--- config.mk ---
export PLATFORM = sky130hd
export DESIGN_NAME = mem_access_unit
export DESIGN_NICKNAME = d
export VERILOG_FILES = /design/src/rtl/mips_pkg.sv /design/src/rtl/mem_lane_align.sv /design/src/rtl/mem_access_unit.sv
export SDC_FILE = /design/constraint.sdc
export NUM_CORES = 1
export LEC_CHECK = 0
export ABC_AREA = 1
export BUFFER_PORTS_ARGS = -buffer_cell sky130_fd_sc_hd__buf_2
export CAP_MARGIN = 5
export CELL_PAD_IN_SITES_DETAIL_PLACEMENT = 1
export CELL_PAD_IN_SITES_GLOBAL_PLACEMENT = 1
export CORE_ASPECT_RATIO = 0.8
export CORE_UTILIZATION = 29
export CTS_BUF_LIST = sky130_fd_sc_hd__clkbuf_4 sky130_fd_sc_hd__clkbuf_8 sky130_fd_sc_hd__clkbuf_16
export CTS_CLUSTER_DIAMETER = 40
export DETAILED_ROUTE_END_ITERATION = 6
export PLACE_DENSITY = 0.86
export SETUP_SLACK_MARGIN = 0.2
export SLEW_MARGIN = 20
export SYNTH_ARGS = -nofsm -noshare
export SYNTH_HDL_FRONTEND = slang
export SYNTH_SLANG_ARGS = --single-unit
--- constraint.sdc ---
create_clock -name clk -period 1.2 [get_ports clk]
set_input_delay 0.06 -clock clk [delete_from_list [all_inputs] [get_ports clk]]
set_output_delay 0.06 -clock clk [all_outputs]
set_load 0.03 [all_outputs]
--- src/rtl/mips_pkg.sv ---
// Shared MIPS load/store definitions: access-size encodings, opcodes and
// the memory access unit state type.
package mips_pkg;

    typedef enum logic [2:0] {
        IDLE,
        RD,
        WR,
        RMW_RD,
        RMW_WR,
        DONE
    } mau_state_t;

    localparam logic [1:0] SIZE_WORD = 2'b11;
    localparam logic [1:0] SIZE_HALF = 2'b10;
    localparam logic [1:0] SIZE_BYTE = 2'b01;
    localparam logic [1:0] SIZE_NONE = 2'b00;

    localparam logic [5:0] OP_LB  = 6'h20;
    localparam logic [5:0] OP_LH  = 6'h21;
    localparam logic [5:0] OP_LW  = 6'h23;
    localparam logic [5:0] OP_LBU = 6'h24;
    localparam logic [5:0] OP_LHU = 6'h25;
    localparam logic [5:0] OP_SB  = 6'h28;
    localparam logic [5:0] OP_SH  = 6'h29;
    localparam logic [5:0] OP_SW  = 6'h2B;

    // An invalid size is never aligned, so it is reported as a fault too.
    function automatic logic is_aligned(input logic [1:0] size, input logic [1:0] off);
        case (size)
            SIZE_WORD: return (off == 2'b00);
            SIZE_HALF: return !off[0];
            SIZE_BYTE: return 1'b1;
            default:   return 1'b0;
        endcase
    endfunction

endpackage

--- src/rtl/mem_lane_align.sv ---
// Little-endian lane handling: load lane extraction with sign/zero extension,
// and sub-word merge of store data into a previously read word.
module mem_lane_align
    import mips_pkg::*;
(
    input  logic [1:0]  data_size,
    input  logic        data_sign,
    input  logic [1:0]  byte_off,
    input  logic [31:0] rd_word,
    input  logic [31:0] merge_word,
    input  logic [15:0] st_data,
    output logic [31:0] ld_data,
    output logic [31:0] merged
);

    logic [7:0]  ld_byte;
    logic [15:0] ld_half;

    always_comb begin
        ld_byte = rd_word[{byte_off, 3'b000} +: 8];
        ld_half = rd_word[{byte_off[1], 4'b0000} +: 16];
        ld_data = rd_word;
        case (data_size)
            SIZE_BYTE: ld_data = {{24{data_sign & ld_byte[7]}}, ld_byte};
            SIZE_HALF: ld_data = {{16{data_sign & ld_half[15]}}, ld_half};
            default:   ld_data = rd_word;
        endcase
    end

    always_comb begin
        merged = merge_word;
        case (data_size)
            SIZE_BYTE: merged[{byte_off, 3'b000} +: 8]     = st_data[7:0];
            SIZE_HALF: merged[{byte_off[1], 4'b0000} +: 16] = st_data;
            default:   merged = merge_word;
        endcase
    end

endmodule

--- src/rtl/mem_access_unit.sv ---
// Load/store unit: alignment check, single-beat loads and word stores,
// read-modify-write for byte/half stores.
module mem_access_unit
    import mips_pkg::*;
#(
    parameter int ADDR_W = 32
) (
    input  logic              clk,
    input  logic              rst_n,
    input  logic              mem_read,
    input  logic              mem_write,
    input  logic [1:0]        data_size,
    input  logic              data_sign,
    input  logic [ADDR_W-1:0] addr,
    input  logic [31:0]       wdata,
    output logic [31:0]       rdata,
    output logic              stall,
    output logic              misaligned,
    output logic              mem_req,
    output logic              mem_we,
    output logic [ADDR_W-3:0] mem_addr,
    output logic [31:0]       mem_wdata,
    input  logic [31:0]       mem_rdata,
    input  logic              mem_ready
);

    mau_state_t  state, state_nxt;
    logic [31:0] merge_q;
    logic [31:0] ld_data;
    logic [31:0] merged;
    logic        req;
    logic        aligned;

    assign req      = mem_read | mem_write;
    assign aligned  = is_aligned(data_size, addr[1:0]);
    assign mem_addr = addr[ADDR_W-1:2];

    mem_lane_align u_lane (
        .data_size  (data_size),
        .data_sign  (data_sign),
        .byte_off   (addr[1:0]),
        .rd_word    (mem_rdata),
        .merge_word (merge_q),
        .st_data    (wdata[15:0]),
        .ld_data    (ld_data),
        .merged     (merged)
    );

    always_ff @(posedge clk) begin
        if (!rst_n) begin
            state      <= IDLE;
            rdata      <= '0;
            merge_q    <= '0;
            misaligned <= 1'b0;
        end else begin
            state      <= state_nxt;
            misaligned <= (state == IDLE) && req && !aligned;
            if (state == RD && mem_ready)
                rdata <= ld_data;
            if (state == RMW_RD && mem_ready)
                merge_q <= mem_rdata;
        end
    end

    always_comb begin
        state_nxt = state;
        stall     = 1'b0;
        mem_req   = 1'b0;
        mem_we    = 1'b0;
        mem_wdata = '0;
        case (state)
            IDLE: begin
                // A write wins over a simultaneous read.
                if (req && aligned) begin
                    stall = 1'b1;
                    if (mem_write)
                        state_nxt = (data_size == SIZE_WORD) ? WR : RMW_RD;
                    else
                        state_nxt = RD;
                end
            end
            RD: begin
                stall   = 1'b1;
                mem_req = 1'b1;
                if (mem_ready) state_nxt = DONE;
            end
            WR: begin
                stall     = 1'b1;
                mem_req   = 1'b1;
                mem_we    = 1'b1;
                mem_wdata = wdata;
                if (mem_ready) state_nxt = DONE;
            end
            RMW_RD: begin
                stall   = 1'b1;
                mem_req = 1'b1;
                if (mem_ready) state_nxt = RMW_WR;
            end
            RMW_WR: begin
                stall     = 1'b1;
                mem_req   = 1'b1;
                mem_we    = 1'b1;
                mem_wdata = merged;
                if (mem_ready) state_nxt = DONE;
            end
            DONE:    state_nxt = IDLE;
            default: state_nxt = IDLE;
        endcase
        // Reset suppresses the bus immediately so an in-flight write never lands.
        if (!rst_n) begin
            state_nxt = IDLE;
            stall     = 1'b0;
            mem_req   = 1'b0;
            mem_we    = 1'b0;
        end
    end

endmodule

==> results.md <==
* Min Clock Period, post-route at about 1.7 ns
* Largest net degree at the start of global routing at 31
* Via-to-Cell Ratio at 5.26
* Final worst-path setup slack at -0.525 ns
* WHS Endpoint: merge_q[4]$_SDFFE_PN0P_
* CTS clock-pin slew for the worst setup and hold paths at roughly 0.060 ns
* Hold_ws at 0.0108 ns
* Fin crit share at 1.44
* Critical Setup Path Class: reg2out
* FF+latch count, synth at around 70
* Post-synth top area share at 0.302
* Via Count at slightly below 6000
* Die H at approximately 110 µm
* Critical path launch point type: flop
* Psw at approximately 4.7 mW
* Yosys warning count at 0
* Crit-path max cell delay at around 0.40 ns
* CTS Buffer Depth at 2
* Internal Pwr Total at 6.52 mW
* Worst slew pin tran at ~0.4 ns
* Final Hold Fails at 0
* Post-route ant nets at 0
* Reg-to-Reg Start: state[0]$_SDFFE_PN0P_
* Diode count at 0
* Leak at 3.43 nW
* First-pass GRT wire length at around 31 mm
* Area of the multi-input gates at 0.00302 mm²
* Grt ovf at 0
* Final GP Congestion at 0.931
* # nets final at approximately 1000
* Final std cells w/o fill at 1117
* Synthesis-to-finish area growth at 56.2%
* Initial core utilization at 0.298
* Fmax achieved at a little under 600 MHz
* Dpl ws at -0.532 ns
* Comb power frac at 0.518
* Worst-Skew Late Latency at between 0.3 and 0.4 ns
* Worst rel slew slack at 0.736
* Initial antenna violation count at 0
* CP Cell Sequence: inv_1 > nor2_4 > buf_6 > clkbuf_16 > nand2_1 > o21ai_4 > buf_6
* GRT Overall Usage at 0.253
* CORE AREA at ~0.015 mm²
* Setup crit end kind: output pin
* Post-Synthesis Cells at roughly 720
* Slowest cell on crit path: dfxtp_2
* Setup slack, reg-to-reg at -0.41 ns
* Clock power share at 0.233
* Failing checks: negative setup slack
* WP data arrival at 1.66 ns
* Final slew viol count at 0
* Drt first pass iters at 5
* Root buffer cell: clkbuf_16
* Die area at approximately 0.016 mm²
* Worst path required time at approximately 1.1 ns
* Htree depth at 3
* Post-synthesis sequential area ratio at 0.302
* Synth unique cells at 31
* Num CTS Buffers at 9
* Share of layout cells above drive strength 1 at 0.413
* FF+latch area at about 0.0014 mm²
* CP max FO at 7
* Clock Sinks at 68
* Wire per inst at 19.4 µm
* DR iter-0 viols at 413
* PortBufs at about 140
* Critical path's most frequent cell: buf_6
* Hold path cells at 3
* Peak VDD IR at between 1 and 1.5 mV
* End of the worst register-to-register path: rdata[4]$_SDFFE_PN0P_
* Kind of cell adding the most delay to the critical path: buffers and inverters
* CTS tree: built
* Hold/Removal Path Class: in2reg
* Power, Total at 11.3 mW
* Post-DP HPWL at 15.3 mm
* Filler cell count at slightly below 2000
* Outcome: finished with violations
* CP bufs+invs at 4
* I/O pin total at between 200 and 250
* Clock skew at ~0.0086 ns
* Flop pwr share at 0.249
* Post-route DRC at 0
* RSZ-0062 raised after global routing: yes
* Net Count, Synth at roughly 830
* Dominant cell type by area after synthesis: dfxtp_1
* Die width at between 100 and 150 µm
* Worst reg-to-reg path cell count at 8
* Pwr dens at 1600 mW/mm²
* Mapped cell area at between 0.004 and 0.005 mm²
* Core Rows at 40
* Routed WL at approximately 22 mm
* Min-Delay Startpoint: mem_rdata[4]
* Placed insts at around 1100
* Syn avg cell area at ~6.2 µm²
* # setup viols final at about 100
* Synth top area cells: dfxtp_1, o21ai_0, nand2_1
* Sw Ratio at 0.421
* # Max-Cap Violations at 0
* Vias in the first global route at about 6000
-- layout make-up --
class,instances,share of cell area
clock buffer,13,0.0389
multi-input combinational,507,0.429
inverter,77,0.0432
tap,210,0.0373
timing repair buffer,239,0.255
clock inverter,3,0.00284
sequential,68,0.194
-- worst max path at each step --
| stage | slack, ns | startpoint | depth (start not counted) | to |
|---|---|---|---|---|
| CTS | -0.44 | state[0]$_SDFFE_PN0P_ | 6 | mem_wdata[10] |
| floorplan | -0.15 | state[0]$_SDFFE_PN0P_ | 6 | mem_wdata[10] |
| global route | -0.59 | state[2]$_SDFFE_PN0P_ | 7 | mem_wdata[10] |
| finish | -0.52 | state[2]$_SDFFE_PN0P_ | 7 | mem_wdata[10] |
| detailed placement | -0.53 | data_size[0] | 9 | mem_wdata[8] |
| global placement | -0.48 | data_size[0] | 9 | mem_wdata[14] |
-- cell usage after synthesis, drive strengths merged --
cell	number
nor3	3
nand4	5
nand3b	1
clkinv	1
inv	76
a31oi	2
o22ai	13
o21ai	138
nor2	38
a21oi	103
o211ai	1
ha	9
clkbuf	23
nand2	163
o21a	1
a31o	1
dfxtp	68
buf	46
or2	2
nand3	27
-- layer usage --
layer	share of wire	track usage
met1	0.43	0.317
met2	0.49	0.436
met3	0.062	0.0504
met4	0.022	0.0819
met5	0	0
-- state kept, by name, indices dropped and copies added (netlist names) --
register    count
misaligned      1
state           3
rdata          32
merge_q        32
-- power groups by stage --
| stage | Clock [mW] | Sequential, mW | Combinational (mW) |
|---|---|---|---|
| final | 2.62 | 2.80 | 5.84 |
| after CTS | 2.64 | 2.76 | 5.08 |
| after global routing | 2.75 | 2.84 | 6.14 |
| after detailed placement | 0 | 2.80 | 4.35 |
| after floorplan | 0 | 3.22 | 2.46 |
| after global placement | 0 | 2.79 | 4.26 |
-- what timing repair did --
action                                  4_1_cts  5_1_grt
gates cloned                                  0        3
buffers inserted                              6        2
resized for setup                           102       64
endpoints found under the setup margin      103      103
pin swaps                                     7        7
hold buffers                                  0        0
-- kinds of logic after synthesis --
group | count (synthesis) | synth area share
compound gates | 259 | 0.302
simple gates | 239 | 0.218
fa+ha+maj | 9 | 0.0250
buf+inv | 146 | 0.153
flops | 68 | 0.302
-- worst reg2reg max path, delay by kind of cell, from the launching register on --
| kind | cells | cell delay, ns |
|---|---|---|
| buffers and inverters | 3 | 0.40 |
| DFF | 1 | 0.38 |
| and+or+nand+nor | 2 | 0.36 |
| AOI/OAI and AO/OA | 3 | 0.41 |
-- placed cells by master (no fill, tap or decap), drive strengths merged, types with 2 or more instances in the layout --
master / synthesis / final
a21oi: 103 / 103
a31oi: 2 / 2
buf: 46 / 237
clkbuf: 23 / 15
clkinv: 1 / 2
clkinvlp: 0 / 2
dfxtp: 68 / 68
ha: 9 / 9
inv: 76 / 76
nand2: 163 / 163
nand3: 27 / 27
nand4: 5 / 5
nor2: 38 / 38
nor3: 3 / 3
o21ai: 138 / 138
o22ai: 13 / 13
or2: 2 / 2
-- through the flow --
step	setup TNS (ns)	area (µm²)	util
6_report	-34.89	7040	0.466
5_1_grt	-42.53	7040	0.466
4_1_cts	-29.55	6750	0.446
3_5_place_dp	-30.47	6110	0.404
3_3_place_gp	-25.54	6110	0.404
2_1_floorplan	-3.67	4900	-
Power figures use the tool's default switching activity.
